==> src/rtl/multi_filter_frame_receptor.sv <==
// Frame receiver: NUM_FILTERS destination-MAC filters, payload checksum, inter-frame gap, Avalon-MM config.
// Define FRAME_RECEPTOR_STATS_EN to build the accept/drop/runt counters and the clear-counters bit.
module multi_filter_frame_receptor #(
  parameter int DATA_W      = 16,
  parameter int NUM_FILTERS = 4,
  parameter int PRE_BYTES   = 6
) (
  input  logic              clk,
  input  logic              reset,
  input  logic [7:0]        writedata,
  input  logic              write,
  input  logic              chipselect,
  input  logic [7:0]        address,
  input  logic              read,
  output logic [7:0]        readdata,
  input  logic [DATA_W-1:0] ingress_port_tdata,
  input  logic              ingress_port_tvalid,
  output logic              ingress_port_tready,
  input  logic              ingress_port_tlast
);
  localparam int B         = DATA_W / 8;
  localparam int PRE_BEATS = PRE_BYTES / B;
  localparam int DST_BEATS = 6 / B;
  localparam int HDR_BEATS = 8 / B;

  // state | meaning
  // IDLE wait for frame | PRE skip preamble | DST match MAC | HDR skip src+type | PAY sum payload | GAP hold off
  typedef enum logic [2:0] {S_IDLE, S_PRE, S_DST, S_HDR, S_PAY, S_GAP} state_t;
  localparam state_t FIRST_PH = (PRE_BEATS == 0) ? S_DST : S_PRE;

  state_t                 state_q, beat_ph, next_ph;
  logic [7:0]             cnt_q, beat_cnt, phase_len;
  logic [NUM_FILTERS-1:0] hit_q, en_q, hit_base, byte_hit;
  logic [31:0]            acc_q, csum_q, pay_sum;
  logic [7:0]             status_q, gap_q, ifg_q, rd_d, readdata_q;
  logic                   prom_q, matched, xfer, wr, fsel;
  logic [2:0]             hit_idx;
  logic [3:0]             fk;
  logic [47:0]            mac_q [NUM_FILTERS];

  assign ingress_port_tready = (state_q != S_GAP) && !reset;
  assign xfer     = ingress_port_tvalid && ingress_port_tready;
  assign wr       = chipselect && write;
  assign readdata = readdata_q;
  assign pay_sum  = acc_q + 32'(ingress_port_tdata);
  assign matched  = (|hit_q) || prom_q;
  assign hit_base = (state_q == S_IDLE) ? en_q : hit_q;
  assign fk       = address[6:3] - 4'd2;
  assign fsel     = !address[7] && (address[6:3] >= 4'd2) && (fk < 4'(NUM_FILTERS));

  // The beat accepted in IDLE is already the first beat of the preamble.
  always_comb begin
    beat_ph   = state_q;
    beat_cnt  = cnt_q;
    if (state_q == S_IDLE) begin
      beat_ph  = FIRST_PH;
      beat_cnt = '0;
    end
    phase_len = 8'd0;
    next_ph   = S_PAY;
    case (beat_ph)
      S_PRE:   begin phase_len = 8'(PRE_BEATS); next_ph = S_DST; end
      S_DST:   begin phase_len = 8'(DST_BEATS); next_ph = S_HDR; end
      S_HDR:   begin phase_len = 8'(HDR_BEATS); next_ph = S_PAY; end
      default: ;
    endcase
  end

  always_comb begin
    byte_hit = '1;
    for (int k = 0; k < NUM_FILTERS; k++) begin
      for (int b = 0; b < B; b++) begin
        if (((int'(beat_cnt) * B + b) < 6) &&
            (mac_q[k][(int'(beat_cnt) * B + b) * 8 +: 8] != ingress_port_tdata[b * 8 +: 8]))
          byte_hit[k] = 1'b0;
      end
    end
  end

  always_comb begin
    hit_idx = '0;
    for (int k = NUM_FILTERS - 1; k >= 0; k--) begin
      if (hit_q[k]) hit_idx = 3'(k);
    end
  end

  always_ff @(posedge clk) begin
    if (reset) begin
      state_q  <= S_IDLE;
      cnt_q    <= '0;
      hit_q    <= '0;
      acc_q    <= '0;
      csum_q   <= '0;
      status_q <= '0;
      gap_q    <= '0;
    end else if (state_q == S_GAP) begin
      if (gap_q <= 8'd1) state_q <= S_IDLE;
      else               gap_q   <= gap_q - 8'd1;
    end else if (xfer) begin
      acc_q <= (state_q == S_IDLE) ? '0 : ((beat_ph == S_PAY) ? pay_sum : acc_q);
      hit_q <= (beat_ph == S_DST) ? (hit_base & byte_hit) : hit_base;
      cnt_q <= '0;
      if (ingress_port_tlast) begin
        state_q <= (ifg_q != 8'd0) ? S_GAP : S_IDLE;
        gap_q   <= ifg_q;
        if (beat_ph == S_PAY) begin
          csum_q   <= pay_sum;
          status_q <= {1'b0, hit_idx, 3'b000, matched};
        end else begin
          status_q <= 8'h02;
        end
      end else if (beat_ph == S_PAY) begin
        state_q <= S_PAY;
      end else if (beat_cnt == phase_len - 8'd1) begin
        state_q <= next_ph;
      end else begin
        state_q <= beat_ph;
        cnt_q   <= beat_cnt + 8'd1;
      end
    end
  end

  always_ff @(posedge clk) begin
    if (reset) begin
      prom_q <= 1'b0;
      ifg_q  <= '0;
      en_q   <= '0;
      for (int k = 0; k < NUM_FILTERS; k++) mac_q[k] <= '0;
    end else if (wr) begin
      if (address == 8'h00) prom_q <= writedata[0];
      if (address == 8'h01) ifg_q  <= writedata;
      for (int k = 0; k < NUM_FILTERS; k++) begin
        if (fsel && (fk == 4'(k))) begin
          if (address[2:0] < 3'd6)       mac_q[k][int'(address[2:0]) * 8 +: 8] <= writedata;
          else if (address[2:0] == 3'd6) en_q[k] <= writedata[0];
        end
      end
    end
  end

`ifdef FRAME_RECEPTOR_STATS_EN
  logic [15:0] acc_cnt_q, drop_cnt_q, runt_cnt_q;
  logic        clr;
  assign clr = wr && (address == 8'h00) && writedata[1];

  // A clear on the same edge as an increment wins.
  always_ff @(posedge clk) begin
    if (reset || clr) begin
      acc_cnt_q  <= '0;
      drop_cnt_q <= '0;
      runt_cnt_q <= '0;
    end else if (xfer && ingress_port_tlast) begin
      if (beat_ph != S_PAY) begin
        if (runt_cnt_q != 16'hFFFF) runt_cnt_q <= runt_cnt_q + 16'd1;
      end else if (matched) begin
        if (acc_cnt_q != 16'hFFFF)  acc_cnt_q  <= acc_cnt_q + 16'd1;
      end else begin
        if (drop_cnt_q != 16'hFFFF) drop_cnt_q <= drop_cnt_q + 16'd1;
      end
    end
  end
`endif

  always_comb begin
    rd_d = '0;
    case (address)
      8'h00: rd_d = {7'b0, prom_q};
      8'h01: rd_d = ifg_q;
      8'h02: rd_d = status_q;
      8'h04: rd_d = csum_q[7:0];
      8'h05: rd_d = csum_q[15:8];
      8'h06: rd_d = csum_q[23:16];
      8'h07: rd_d = csum_q[31:24];
`ifdef FRAME_RECEPTOR_STATS_EN
      8'h08: rd_d = acc_cnt_q[7:0];
      8'h09: rd_d = acc_cnt_q[15:8];
      8'h0A: rd_d = drop_cnt_q[7:0];
      8'h0B: rd_d = drop_cnt_q[15:8];
      8'h0C: rd_d = runt_cnt_q[7:0];
      8'h0D: rd_d = runt_cnt_q[15:8];
`endif
      default: ;
    endcase
    for (int k = 0; k < NUM_FILTERS; k++) begin
      if (fsel && (fk == 4'(k))) begin
        if (address[2:0] < 3'd6)       rd_d = mac_q[k][int'(address[2:0]) * 8 +: 8];
        else if (address[2:0] == 3'd6) rd_d = {7'b0, en_q[k]};
      end
    end
  end

  always_ff @(posedge clk) begin
    if (reset) readdata_q <= '0;
    else       readdata_q <= (chipselect && read) ? rd_d : 8'h00;
  end
endmodule
==> config.mk <==
export PLATFORM = sky130hd
export DESIGN_NAME = multi_filter_frame_receptor
export DESIGN_NICKNAME = d
export VERILOG_FILES = /design/src/rtl/multi_filter_frame_receptor.sv
export SDC_FILE = /design/constraint.sdc
export NUM_CORES = 1
export LEC_CHECK = 0
export BUFFER_PORTS_ARGS = -buffer_cell sky130_fd_sc_hd__buf_2
export CORE_MARGIN = 2
export CORE_UTILIZATION = 30
export DETAILED_ROUTE_END_ITERATION = 6
export GPL_TIMING_DRIVEN = 0
export PLACE_DENSITY_LB_ADDON = 0.3
export SETUP_SLACK_MARGIN = 0.2
export SLEW_MARGIN = 20
export SYNTH_ARGS = -nofsm -noshare
export SYNTH_HDL_FRONTEND = slang
export SYNTH_SLANG_ARGS = --single-unit
==> constraint.sdc <==
create_clock -name clk -period 4.8 [get_ports clk]
set_input_delay 0.96 -clock clk [delete_from_list [all_inputs] [get_ports clk]]
set_output_delay 0.96 -clock clk [all_outputs]
set_load 0.005 [all_outputs]
Word-level counts from Yosys, hierarchy flattened:

Memory sizes are Yosys's and may differ from the RTL's.
Cells that the tools add are included.

* add/subtract/negate cells: 7
* reduce and logical (&&, ||, !) cells: 43
* shift-type cells: 14
* mux-type cells: 259
* divide/modulo/power cells: 0
* bitwise logic cells: 196
* multiply operators: 0
* eq/ne operators: 27
* $lt $le $gt $ge: 6

Operator list (number)
* 2-to-1 mux 1 bit: 215
* 2-to-1 mux 48 bit: 4
* OR 1 bit: 192
* variable part select 48 x 13 -> 8 bit: 4
* variable part select 48 x 7 -> 8 bit: 4
* 2-to-1 mux 8 bit: 20
* variable part select 48 x 32 -> 8 bit: 3
* 2-to-1 mux 32 bit: 2
* inequality test 8 bit: 8
* one-hot mux 8 bit (7 select lines): 1
* variable shift 8 x 33 -> 48 bit (first input constant): 1
* variable part select 48 x 14 -> 8 bit: 1
* variable part select 8 x 33 -> 48 bit: 1
* 2-to-1 mux 3 bit: 11
* negation 6 -> 33 bit: 1
* adder 32 x 16 -> 32 bit: 1
* == test 8 x 3 -> 1 bit (second input constant): 4
* < comparator 32 x 4 -> 1 bit (second input constant): 1
* AND reduction 4 bit: 5
* logical AND 1 bit: 18
* subtractor 8 x 1 -> 8 bit (second input constant): 2
* one-hot mux 3 bit (2 select lines): 2
* adder 9 x 1 -> 10 bit (second input constant): 1
* == test 3 bit (second input constant): 3
* 33 further kinds: 47

* bits in latches: 0
* register bits after elaboration: 116
* RAM bits: 192
* bits of input ports: 39
* memories: 1
* output and inout port bits: 9
* ROM bits: 0

Memory list
* mac_q: depth 4, bits a word 48, rd ports 4, clocked after Yosys merged registers in 0, wr ports 4, RTL line 39 `logic [47:0] mac_q [NUM_FILTERS];`

Logic depth before layout (Yosys ltp):

* depth in word-level cells: 14
* gate-level depth with buffers: 14
* gate-level depth less buffers: 12

Worst setup path after synthesis:

Ideal clock, no wire load.

* kind: in2reg
* start: in address[0]
* end: mem mac_q[0][24] (enable)
* path buffers: 3
* cell stages on the path: 10
* data arrival time: 3091 ps
* setup slack: 1375 ps
* cell sequence: buf_2 clkinv_1 clkbuf_1 ha_1 ha_1 a21boi_0 and2_1 clkbuf_1 nand2_1 nand2b_1

RTL lines
* start: declaration: RTL line 13 `input logic [7:0] address,`
* end: declaration: RTL line 39

==> flow_summary.toml <==
[final_layout]
syn2layout_area_growth_pct = 13.3
fin_util = 0.344
final_common_cell = "nor2_1"
drive_above_1_share = 0.102
num-nets-final = 2140
layout_common_cells = "235 x nor2_1, 218 x nand2_1, 192 x edfxtp_1"

[synthesis]
synthCells = 1987
synthesis.nets = 2055
syn_avg_cell_area_um2 = 9.03
yosysTopAreaCell = "edfxtp_1"
synth_edf_count = 192
synth_area_um2 = 17900
yosys_warnings = 0
seq_area_frac_synth = 0.446
synth_top_area_share = 0.321
synth_area_leaders = "edfxtp_1 32%, dfxtp_1 12%, nor2_1 4.9%, nand2_1 4.6%, o21ai_0 3.7%"
netlist-cell-type-count = 85
async_reset_ff_frac = 0
ys_ff_latch = 304
ys.flop_type = "edfxtp_1"

[floorplanning]
rows = 89
die_w_um = 249
io_pins = 48
die-area_um2 = 61800
die_height_um = 249
initial_core_util = 0.304
coreArea_um2 = 59000

[routing]
num_vias = 17500
drtAntennaViolNets = 0
vias_per_cell = 6.11
drt_pre_antenna_iters = 6
wl_per_cell_um = 31.9
routed_wl_um = 91700
drtIter0Drc = 2420
drcViolationCount = 0

[sta]
tightest_slew_ns = 1.14
maxSlewHeadroom = 0.242
hold_viol = 0
fin_ws_ns = 0.354
final.min_clock_period_ns = 4.45
skew_ns = 0.0290
rsz0062_at_grt = "false"
finalSetupViolCount = 0
report.final.slew_viol_count = 0
max_freq_mhz = 225
period_share = 0.926

[clocking]
clkLatencyLatePin_ns = 0.58
cts.path.max_buffers = 3
cts_hold_buf = 0
cts_sinks = 304
htreeDepth = 2
clk_pin_slew_ns = 0.06
cts_tree = "yes"
root_buffer = "clkbuf_16"
cts_made_buffers = 38

[setup_path]
crit_family = "simple AND/OR/NAND/NOR gates"
cp.buffers_inverters = 4
worstSetupStartpointType = "input pin"
path_cells = "buf_2 > buf_2 > clkinv_1 > clkbuf_2 > ha_1 > ha_1 > nand4b_1 > nor2_1 > or2_2"
arrival_ns = 4.71
cp_max_fo = 11
slowest_delay_ns = 0.70
crit_path_end_kind = "flip-flop"
cp.required_ns = 5.06
path_class = "in2reg"
critPathSlowestCell = "nor2_1"

[pwr]
p_sw_frac = 0.289
p_sw_w = 0.00190
p_leak_nw = 6.89
combPwrFrac = 0.128
internal_power_w = 0.00468
seq_power_share = 0.454
pwr-share-clk = 0.418
power_density_nw_per_um2 = 324
max-vdd-ir-drop_uv = 250

[placement]
portBuffers = 43
pre_cts_ws_ns = -0.338
hpwlAfterDp_um = 70300
place_congestion = 1.02

[global_route]
grt_first_pass_wirelength_um = 126000
grt_pass1_vias = 16500
track_usage = 0.287
grt-ovfl-total = 0
grt_max_degree = 13
antenna_found_initial = 8

[outcome]
status = "completed"

[hold_path]
hold_class = "reg2reg"

[job]
maxCapViolCount = 0
-- area by class of cell --
cell class	count	area, um^2
clock buffer	49	1030
buffer	143	643
multi-input combinational	1509	9190
antenna	1	2.50
inverter	31	116
clock inverter	16	126
timing repair buffer	45	238
tap	773	967
sequential	304	8010
fill	6142	38700
-- Yosys cell counts (28+ instances only) --
cell,instances
a21oi_1,122
a22oi_1,38
a31oi_1,31
and2_1,74
and3_1,45
buf_2,34
clkbuf_1,86
dfxtp_1,112
edfxtp_1,192
ha_1,28
inv_1,29
mux2i_1,40
nand2_1,218
nand2b_1,41
nand3_1,88
nand3b_1,30
nor2_1,235
o21ai_0,134
o22ai_1,38
-- layer usage --
layer,up-vias,part of all wire,global-route usage,wire [um]
li1,7538,-,-,-
met1,8743,0.41,0.376,37500
met2,1010,0.45,0.453,41100
met3,237,0.089,0.0576,8130
met4,8,0.053,0.133,4850
met5,-,0.00052,0,48
-- power by group through the flow --
stage | combinational, W | sequential [W] | clock, W
3_5_place_dp | 0.000801 | 0.00304 | 0
2_1_floorplan | 0.000461 | 0.00295 | 0
5_1_grt | 0.000868 | 0.00299 | 0.00289
6_report | 0.000842 | 0.00299 | 0.00275
3_3_place_gp | 0.000800 | 0.00304 | 0
4_1_cts | 0.000805 | 0.00298 | 0.00281
-- worst paths after layout --
path                                start  slack [ns]                         to  cells after the start
setup / recovery               address[0]        0.35  mac_q[1][7]$_SDFFCE_PN0P_                      9
hold / removal     acc_q[10]$_SDFFE_PP0P_        0.47     acc_q[10]$_SDFFE_PP0P_                      2
setup reg to reg  state_q[0]$_SDFFE_PP0P_        1.03      hit_q[1]$_SDFFE_PP0P_                     11
hold reg to reg    acc_q[10]$_SDFFE_PP0P_        0.47     acc_q[10]$_SDFFE_PP0P_                      2
-- repair_timing --
action / in CTS / in global routing
setup buffers: 0 / 0
resized for setup: 0 / 4
endpoints found under the setup margin: 0 / 82
-- stage by stage --
| step | setup TNS [ns] | total power, W | instances | cell area, um^2 | hold WS (ns) |
|---|---|---|---|---|---|
| after floorplan | 0 | 0.00342 | 1987 | 17900 | 0.440 |
| after global placement | -14.82 | 0.00384 | 2803 | 19100 | 0.453 |
| after detailed placement | -17.41 | 0.00384 | 2803 | 19100 | 0.464 |
| after CTS | 0 | 0.00659 | 2868 | 20300 | 0.473 |
| after global routing | 0 | 0.00674 | 2870 | 20300 | 0.490 |
| final | 0 | 0.00658 | 2871 | 20300 | 0.474 |
-- flip-flops by register name, summed over array words and instances (netlist names) --
| signal | flops |
|---|---|
| mac_q | 192 |
| hit_q | 4 |
| cnt_q | 8 |
| prom_q | 1 |
| status_q | 4 |
| csum_q | 32 |
| acc_q | 32 |
| ifg_q | 8 |
| readdata | 8 |
| en_q | 4 |
| gap_q | 8 |
| state_q | 3 |
-- worst min-delay path: stages (launching register included) --
cell and delay, ns:
dfxtp_1 0.32, nand2_1 0.06, a21oi_1 0.05
-- kinds of logic (layout without fill, tap and decap cells) --
| group | after synthesis | in the layout | share of synthesized area |
|---|---|---|---|
| XOR/XNOR | 28 | 28 | 0.0137 |
| buffers and inverters | 174 | 284 | 0.0420 |
| AO/OA/AOI/OAI | 539 | 539 | 0.198 |
| AND/OR/NAND/NOR | 839 | 839 | 0.229 |
| multiplexers | 74 | 74 | 0.0506 |
| adder cells (fa/ha/maj) | 29 | 29 | 0.0206 |
| other | 0 | 1 | 0 |
| flip-flops | 304 | 304 | 0.446 |
(Power assumes the default switching activity.)
